==> config.mk <==
export PLATFORM = sky130hd
export DESIGN_NAME = lsu_ctrl_flat
export DESIGN_NICKNAME = d
export VERILOG_FILES = /design/src/rtl/lsu_ctrl_pkg.sv /design/src/rtl/lsu_ctrl_if.sv /design/src/rtl/lsu_load_align.sv /design/src/rtl/lsu_ctrl.sv /design/src/flat_wrapper.sv
export SDC_FILE = /design/constraint.sdc
export NUM_CORES = 1
export LEC_CHECK = 0
export ABC_CLOCK_PERIOD_IN_PS = 3300
export BUFFER_PORTS_ARGS = -buffer_cell sky130_fd_sc_hd__buf_2
export CAP_MARGIN = 20
export CORE_ASPECT_RATIO = 1.4
export CORE_MARGIN = 1.5
export CORE_UTILIZATION = 51
export CTS_BUF_LIST = sky130_fd_sc_hd__clkbuf_8
export CTS_CLUSTER_SIZE = 14
export DETAILED_ROUTE_END_ITERATION = 16
export HOLD_SLACK_MARGIN = 0.02
export PLACE_DENSITY = 0.95
export SYNTH_ARGS = -nofsm -noshare
export SYNTH_HDL_FRONTEND = slang
export SYNTH_HIERARCHICAL = 1
export SYNTH_SLANG_ARGS = --single-unit
==> constraint.sdc <==
create_clock -name clk -period 3.3 [get_ports clk]
set_clock_uncertainty 0.05 [all_clocks]
set_input_delay 0.495 -clock clk [delete_from_list [all_inputs] [get_ports clk]]
set_output_delay 0.495 -clock clk [all_outputs]
set_load 0.03 [all_outputs]
==> src/rtl/lsu_ctrl_pkg.sv <==
// lsu_ctrl_pkg: load/store funct3 codes, LSU state encoding and request decode helpers.
package lsu_ctrl_pkg;
    localparam logic [2:0] L_BYTE   = 3'b000;
    localparam logic [2:0] L_HALF   = 3'b001;
    localparam logic [2:0] L_WORD   = 3'b010;
    localparam logic [2:0] L_BYTE_U = 3'b100;
    localparam logic [2:0] L_HALF_U = 3'b101;
    localparam logic [2:0] S_BYTE   = 3'b000;
    localparam logic [2:0] S_HALF   = 3'b001;
    localparam logic [2:0] S_WORD   = 3'b010;

    typedef enum logic [1:0] {LSU_IDLE, LSU_ACCESS, LSU_RDWAIT, LSU_ERR} lsu_state_e;

    function automatic logic req_ok(logic we, logic [2:0] f3, logic [1:0] a);
        logic legal, aligned;
        legal   = we ? (f3 inside {S_BYTE, S_HALF, S_WORD})
                     : (f3 inside {L_BYTE, L_HALF, L_WORD, L_BYTE_U, L_HALF_U});
        aligned = (f3[1:0] == 2'b01) ? !a[0] : (f3[1:0] == 2'b10) ? (a == 2'b00) : 1'b1;
        return legal && aligned;
    endfunction

    function automatic logic [3:0] byte_mask(logic [2:0] f3, logic [1:0] a);
        return (f3 == S_BYTE) ? 4'b0001 << a : (f3 == S_HALF) ? 4'b0011 << a : 4'b1111;
    endfunction

    function automatic logic [31:0] wdata_rep(logic [2:0] f3, logic [31:0] d);
        return (f3 == S_BYTE) ? {4{d[7:0]}} : (f3 == S_HALF) ? {2{d[15:0]}} : d;
    endfunction
endpackage

==> src/rtl/lsu_ctrl_if.sv <==
// lsu_ctrl_if: request/response handshake between the execute stage and the LSU.
interface lsu_ctrl_if;
    logic        req_valid;
    logic        req_ready;
    logic        req_we;
    logic [2:0]  req_funct3;
    logic [31:0] req_addr;
    logic [31:0] req_wdata;
    logic        resp_valid;
    logic        resp_err;
    logic [31:0] resp_rdata;
    modport master (output req_valid, req_we, req_funct3, req_addr, req_wdata,
                    input  req_ready, resp_valid, resp_err, resp_rdata);
    modport slave  (input  req_valid, req_we, req_funct3, req_addr, req_wdata,
                    output req_ready, resp_valid, resp_err, resp_rdata);
endinterface

==> src/rtl/lsu_load_align.sv <==
// lsu_load_align: selects the addressed byte/halfword of a RAM word and extends it.
module lsu_load_align
    import lsu_ctrl_pkg::*;
(
    input  logic [2:0]  funct3,
    input  logic [1:0]  addr,
    input  logic [31:0] ram_rdata,
    output logic [31:0] rdata
);
    logic [31:0] sh;
    assign sh = ram_rdata >> {addr, 3'b000};
    always_comb
        rdata = (funct3 == L_BYTE)   ? {{24{sh[7]}}, sh[7:0]}   :
                (funct3 == L_HALF)   ? {{16{sh[15]}}, sh[15:0]} :
                (funct3 == L_BYTE_U) ? {24'b0, sh[7:0]}         :
                (funct3 == L_HALF_U) ? {16'b0, sh[15:0]}        : ram_rdata;
endmodule

==> src/rtl/lsu_ctrl.sv <==
// lsu_ctrl: load/store controller driving a synchronous-read, byte-write-enabled data RAM.
module lsu_ctrl
    import lsu_ctrl_pkg::*;
#(
    parameter int ADDR_W = 12
) (
    input  logic              clk,
    input  logic              reset,
    lsu_ctrl_if.slave         bus,
    output logic              ram_en,
    output logic [3:0]        ram_we,
    output logic [ADDR_W-3:0] ram_addr,
    output logic [31:0]       ram_wdata,
    input  logic [31:0]       ram_rdata
);
    lsu_state_e  state, state_n;
    logic        we_q;
    logic [2:0]  f3_q;
    logic [1:0]  lo_q;
    logic [31:0] ld_data;
    logic        accept, ok;
    logic        unused_addr_hi;

    assign unused_addr_hi = ^bus.req_addr[31:ADDR_W];
    assign accept = (state == LSU_IDLE) && bus.req_valid;
    assign ok = req_ok(bus.req_we, bus.req_funct3, bus.req_addr[1:0]);
    assign bus.req_ready = (state == LSU_IDLE);

    lsu_load_align u_align (
        .funct3    (f3_q),
        .addr      (lo_q),
        .ram_rdata (ram_rdata),
        .rdata     (ld_data)
    );

    // ram_addr/ram_wdata only load for legal requests so they hold through ERR
    always_ff @(posedge clk or posedge reset) begin
        if (reset) begin
            state     <= LSU_IDLE;
            we_q      <= 1'b0;
            f3_q      <= 3'b0;
            lo_q      <= 2'b0;
            ram_addr  <= '0;
            ram_wdata <= '0;
        end else begin
            state <= state_n;
            if (accept) begin
                we_q <= bus.req_we;
                f3_q <= bus.req_funct3;
                lo_q <= bus.req_addr[1:0];
            end
            if (accept && ok) begin
                ram_addr  <= bus.req_addr[ADDR_W-1:2];
                ram_wdata <= wdata_rep(bus.req_funct3, bus.req_wdata);
            end
        end
    end

    always_comb begin
        state_n        = state;
        ram_en         = 1'b0;
        ram_we         = 4'b0;
        bus.resp_valid = 1'b0;
        bus.resp_err   = 1'b0;
        bus.resp_rdata = 32'b0;
        case (state)
            LSU_IDLE:   state_n = accept ? (ok ? LSU_ACCESS : LSU_ERR) : LSU_IDLE;
            LSU_ACCESS: begin
                ram_en         = !we_q;
                ram_we         = we_q ? byte_mask(f3_q, lo_q) : 4'b0;
                bus.resp_valid = we_q;
                state_n        = we_q ? LSU_IDLE : LSU_RDWAIT;
            end
            LSU_RDWAIT: begin
                bus.resp_valid = 1'b1;
                bus.resp_rdata = ld_data;
                state_n        = LSU_IDLE;
            end
            LSU_ERR: begin
                bus.resp_valid = 1'b1;
                bus.resp_err   = 1'b1;
                state_n        = LSU_IDLE;
            end
            default:    state_n = LSU_IDLE;
        endcase
    end
endmodule
==> src/flat_wrapper.sv <==
// flat-port wrapper written by rule: the top's interface ports become plain ports
module lsu_ctrl_flat import lsu_ctrl_pkg::*;
#(
    parameter int ADDR_W = 12
)
  (clk, reset, ram_en, ram_we, ram_addr, ram_wdata, ram_rdata, bus_req_valid, bus_req_we, bus_req_funct3, bus_req_addr, bus_req_wdata, bus_req_ready, bus_resp_valid, bus_resp_err, bus_resp_rdata);
  lsu_ctrl_if bus_i ();
  input  logic clk;
  input  logic reset;
  output logic ram_en;
  output logic [3:0] ram_we;
  output logic [ADDR_W-3:0] ram_addr;
  output logic [31:0] ram_wdata;
  input  logic [31:0] ram_rdata;
  input wire logic [$bits(bus_i.req_valid)-1:0] bus_req_valid;
  input wire logic [$bits(bus_i.req_we)-1:0] bus_req_we;
  input wire logic [$bits(bus_i.req_funct3)-1:0] bus_req_funct3;
  input wire logic [$bits(bus_i.req_addr)-1:0] bus_req_addr;
  input wire logic [$bits(bus_i.req_wdata)-1:0] bus_req_wdata;
  output wire logic [$bits(bus_i.req_ready)-1:0] bus_req_ready;
  output wire logic [$bits(bus_i.resp_valid)-1:0] bus_resp_valid;
  output wire logic [$bits(bus_i.resp_err)-1:0] bus_resp_err;
  output wire logic [$bits(bus_i.resp_rdata)-1:0] bus_resp_rdata;
  assign bus_i.req_valid = bus_req_valid;
  assign bus_i.req_we = bus_req_we;
  assign bus_i.req_funct3 = bus_req_funct3;
  assign bus_i.req_addr = bus_req_addr;
  assign bus_i.req_wdata = bus_req_wdata;
  assign bus_req_ready = bus_i.req_ready;
  assign bus_resp_valid = bus_i.resp_valid;
  assign bus_resp_err = bus_i.resp_err;
  assign bus_resp_rdata = bus_i.resp_rdata;
  lsu_ctrl #(.ADDR_W(ADDR_W)) u_core (.clk(clk), .reset(reset), .bus(bus_i), .ram_en(ram_en), .ram_we(ram_we), .ram_addr(ram_addr), .ram_wdata(ram_wdata), .ram_rdata(ram_rdata));
endmodule
==> out/metrics.cfg <==
[timing]
setup_tns_ps=0
period_needed_ps=3022
finalCritPeriodShare=0.9157
maxSlewViolCount=0
finalSetupViolCount=0
hold_violations=0
rsz0062_at_grt=false
fmax_mhz=330.9
tightest_slew_ps=712.1
slew_headroom=0.5253

[global_routing]
grt_max_degree=51
grt_pass1_wl_mm=15.29
grt_pass1_vias=3196
grt_use_total=0.2554
grt_overflow_total=0
antenna_found_initial=0

[critical_path]
worstSetupPathType=reg -> out
cp.arrival_ps=2480
cp-start-kind=flip-flop
timing.critical_path.slowest_cell_delay_ps=810
slowest_stage=dfrtp_1
end_kind=primary output
cp.required_ps=2750
worstPathCellList=nand2_1 -> o221ai_4 -> o21ai_0 -> and2_1 -> buf_2
cp_max_fo=21

[placement]
place.detailed.hpwl_mm=7.634
gp_congestion=0.8584
io_buffer_count=164
place_inst=583

[floorplan]
num_rows=36
core_um2=6937
dieArea_um2=7706
die_y_um=103.3
pin_count=185
die_width_um=74.62
initial_core_util=0.5280

[final_layout]
nFillCells=549
areaGrowthSynthToFinish_pct=25.04
final_nets=604
drive_gt1_frac=0.5301
final_cell_count_no_fill=593
antenna_cells=0
utilization=0.6602

[pwr]
ir_worst_vdd_mv=0.7176
power_leakage_uw=0.002324
power_density_nw_per_um2=968.2

[synthesis]
yosysUniqueCellTypes=43
synth_area_um2=3662
ys.flop_type=dfrtp_1
synthTopCellsByCount=50 x dfrtp_1, 34 x and2_1, 33 x mux2_4
netlist_instances=346
synth_top_cell_area_share=0.3416
synthTopCellsByArea=dfrtp_1 34%, mux2_4 14%, mux2_2 9.5%
synthesis.nets=453
synth_edf_count=0
async_reset_ff_frac=1.000
synth-seq-cells=50
yosysMostFrequentCell=dfrtp_1
avgSynthCellArea_um2=10.58
seq_area_frac_synth=0.3416
yosys.area.top_type=dfrtp_1
ys_warn_count=6

[cts]
post_cts_buffers=0
cts_tree=yes
clk_pin_slew_worst_paths_ps=90
htree_levels=2
cts_buffers=5
clk-insertion-delay-late_ps=300
clock_sinks=50
cts_root_buf=clkbuf_8
clockBufferDepth=2

[flow_run]
drv_cap=0

[routing]
drtIter0Drc=205
via_per_inst=5.690
wl_per_cell_um=16.90
first_pass_iters=4
drc_errors=0
wl_mm=10.02
antenna_left=0
num_vias=3374

[outcome]
status=complete, no violations

[min_path]
holdCritPathClass=in -> reg

-- critical path: cells and delay by family (launching register included) --
kind,cells,cell delay [ps]
and+or+nand+nor,2,390
buffers and inverters,1,170
DFF,1,810
AOI/OAI and AO/OA,2,800
-- through the flow --
step	total power [uW]	area (um^2)	hold slack (ps)	setup slack, ps
finish	4434	4579	369.9	278.0
global route	4687	4579	358.2	158.4
CTS	4429	4549	365.5	297.4
detailed placement	4046	4454	439.0	629.8
global placement	3930	4454	433.3	727.5
floorplan	3343	3662	472.7	1252
-- power breakdown --
group          switching, uW  leakage (uW)  internal (uW)
logic                   1760       0.00168           1080
registers                298      0.000598            915
clock network            204     0.0000472            169
total                   2270       0.00232           2170
-- layer usage --
layer,GRT usage,part of all wire,routed length (um)
met3,0.05136,0.092,926
met4,0.1063,0.023,230
met5,0,0,0
met2,0.4684,0.51,5134
met1,0.2829,0.37,3732
-- cell usage in the layout, fill, tap and decap left out, drive strengths merged, types with 2 or more instances in the layout --
master and instances:
buf 171, mux2 64, dfrtp 50, o21ai 43, and2 34, nand2 28, o211ai 16, mux2i 9
nand2b 8, a221oi 8, o22ai 7, a22oi 7, clkbuf 6, inv 6, nor2 5, nor2b 4
ha 4, nor3 4, nor3b 3, or2 2, a21oi 2, a21o 2
-- repair_timing --
action / CTS / global route
hold buffers: 0 / 1
endpoints found under the hold margin: 0 / 4
gates resized for setup: 0 / 0
-- registers in the layout, indices dropped and copies added (netlist names) --
name,count
u_core/f3_q,3
u_core/lo_q,2
u_core/ram_addr,10
u_core/ram_wdata,32
u_core/state,2
u_core/we_q,1
-- cell families (layout without fill, tap and decap cells) --
| logic type | after synthesis | count (layout) | synth area share |
|---|---|---|---|
| flip-flops | 50 | 50 | 0.3416 |
| XOR/XNOR | 1 | 1 | 0.002392 |
| AND/OR/NAND/NOR | 92 | 92 | 0.1414 |
| multiplexers | 74 | 74 | 0.2614 |
| AO/OA/AOI/OAI | 91 | 91 | 0.1787 |
| buffers and inverters | 34 | 186 | 0.06081 |
| adder cells (fa/ha/maj) | 4 | 4 | 0.01367 |
-- final cells by class --
class,instances,area (um^2),area share
multi-input cells,262,2196,0.4795
flip-flops and latches,50,1251,0.2732
repair buffers,172,895.9,0.1956
well taps,95,118.9,0.02596
clock buffers,6,82.58,0.01803
inverters,6,22.52,0.004918
clock inverters,2,12.51,0.002732
-- final timing paths --
path	endpoint	start	slack, ps	cells after the start
worst max-delay path	bus_resp_rdata[17]	u_core/lo_q[0]	280	5
worst min-delay path	u_core/ram_addr[9]	bus_req_addr[11]	370	2
worst max register to register	u_core/ram_wdata[5]	u_core/state[0]	1370	5
worst min register to register	u_core/ram_addr[9]	u_core/ram_addr[9]	470	1
max in group asynchronous	u_core/ram_wdata[9]	reset	2180	4
min in group asynchronous	u_core/ram_addr[4]	reset	570	3
No activity file was read; power rests on OpenSTA's default activity.
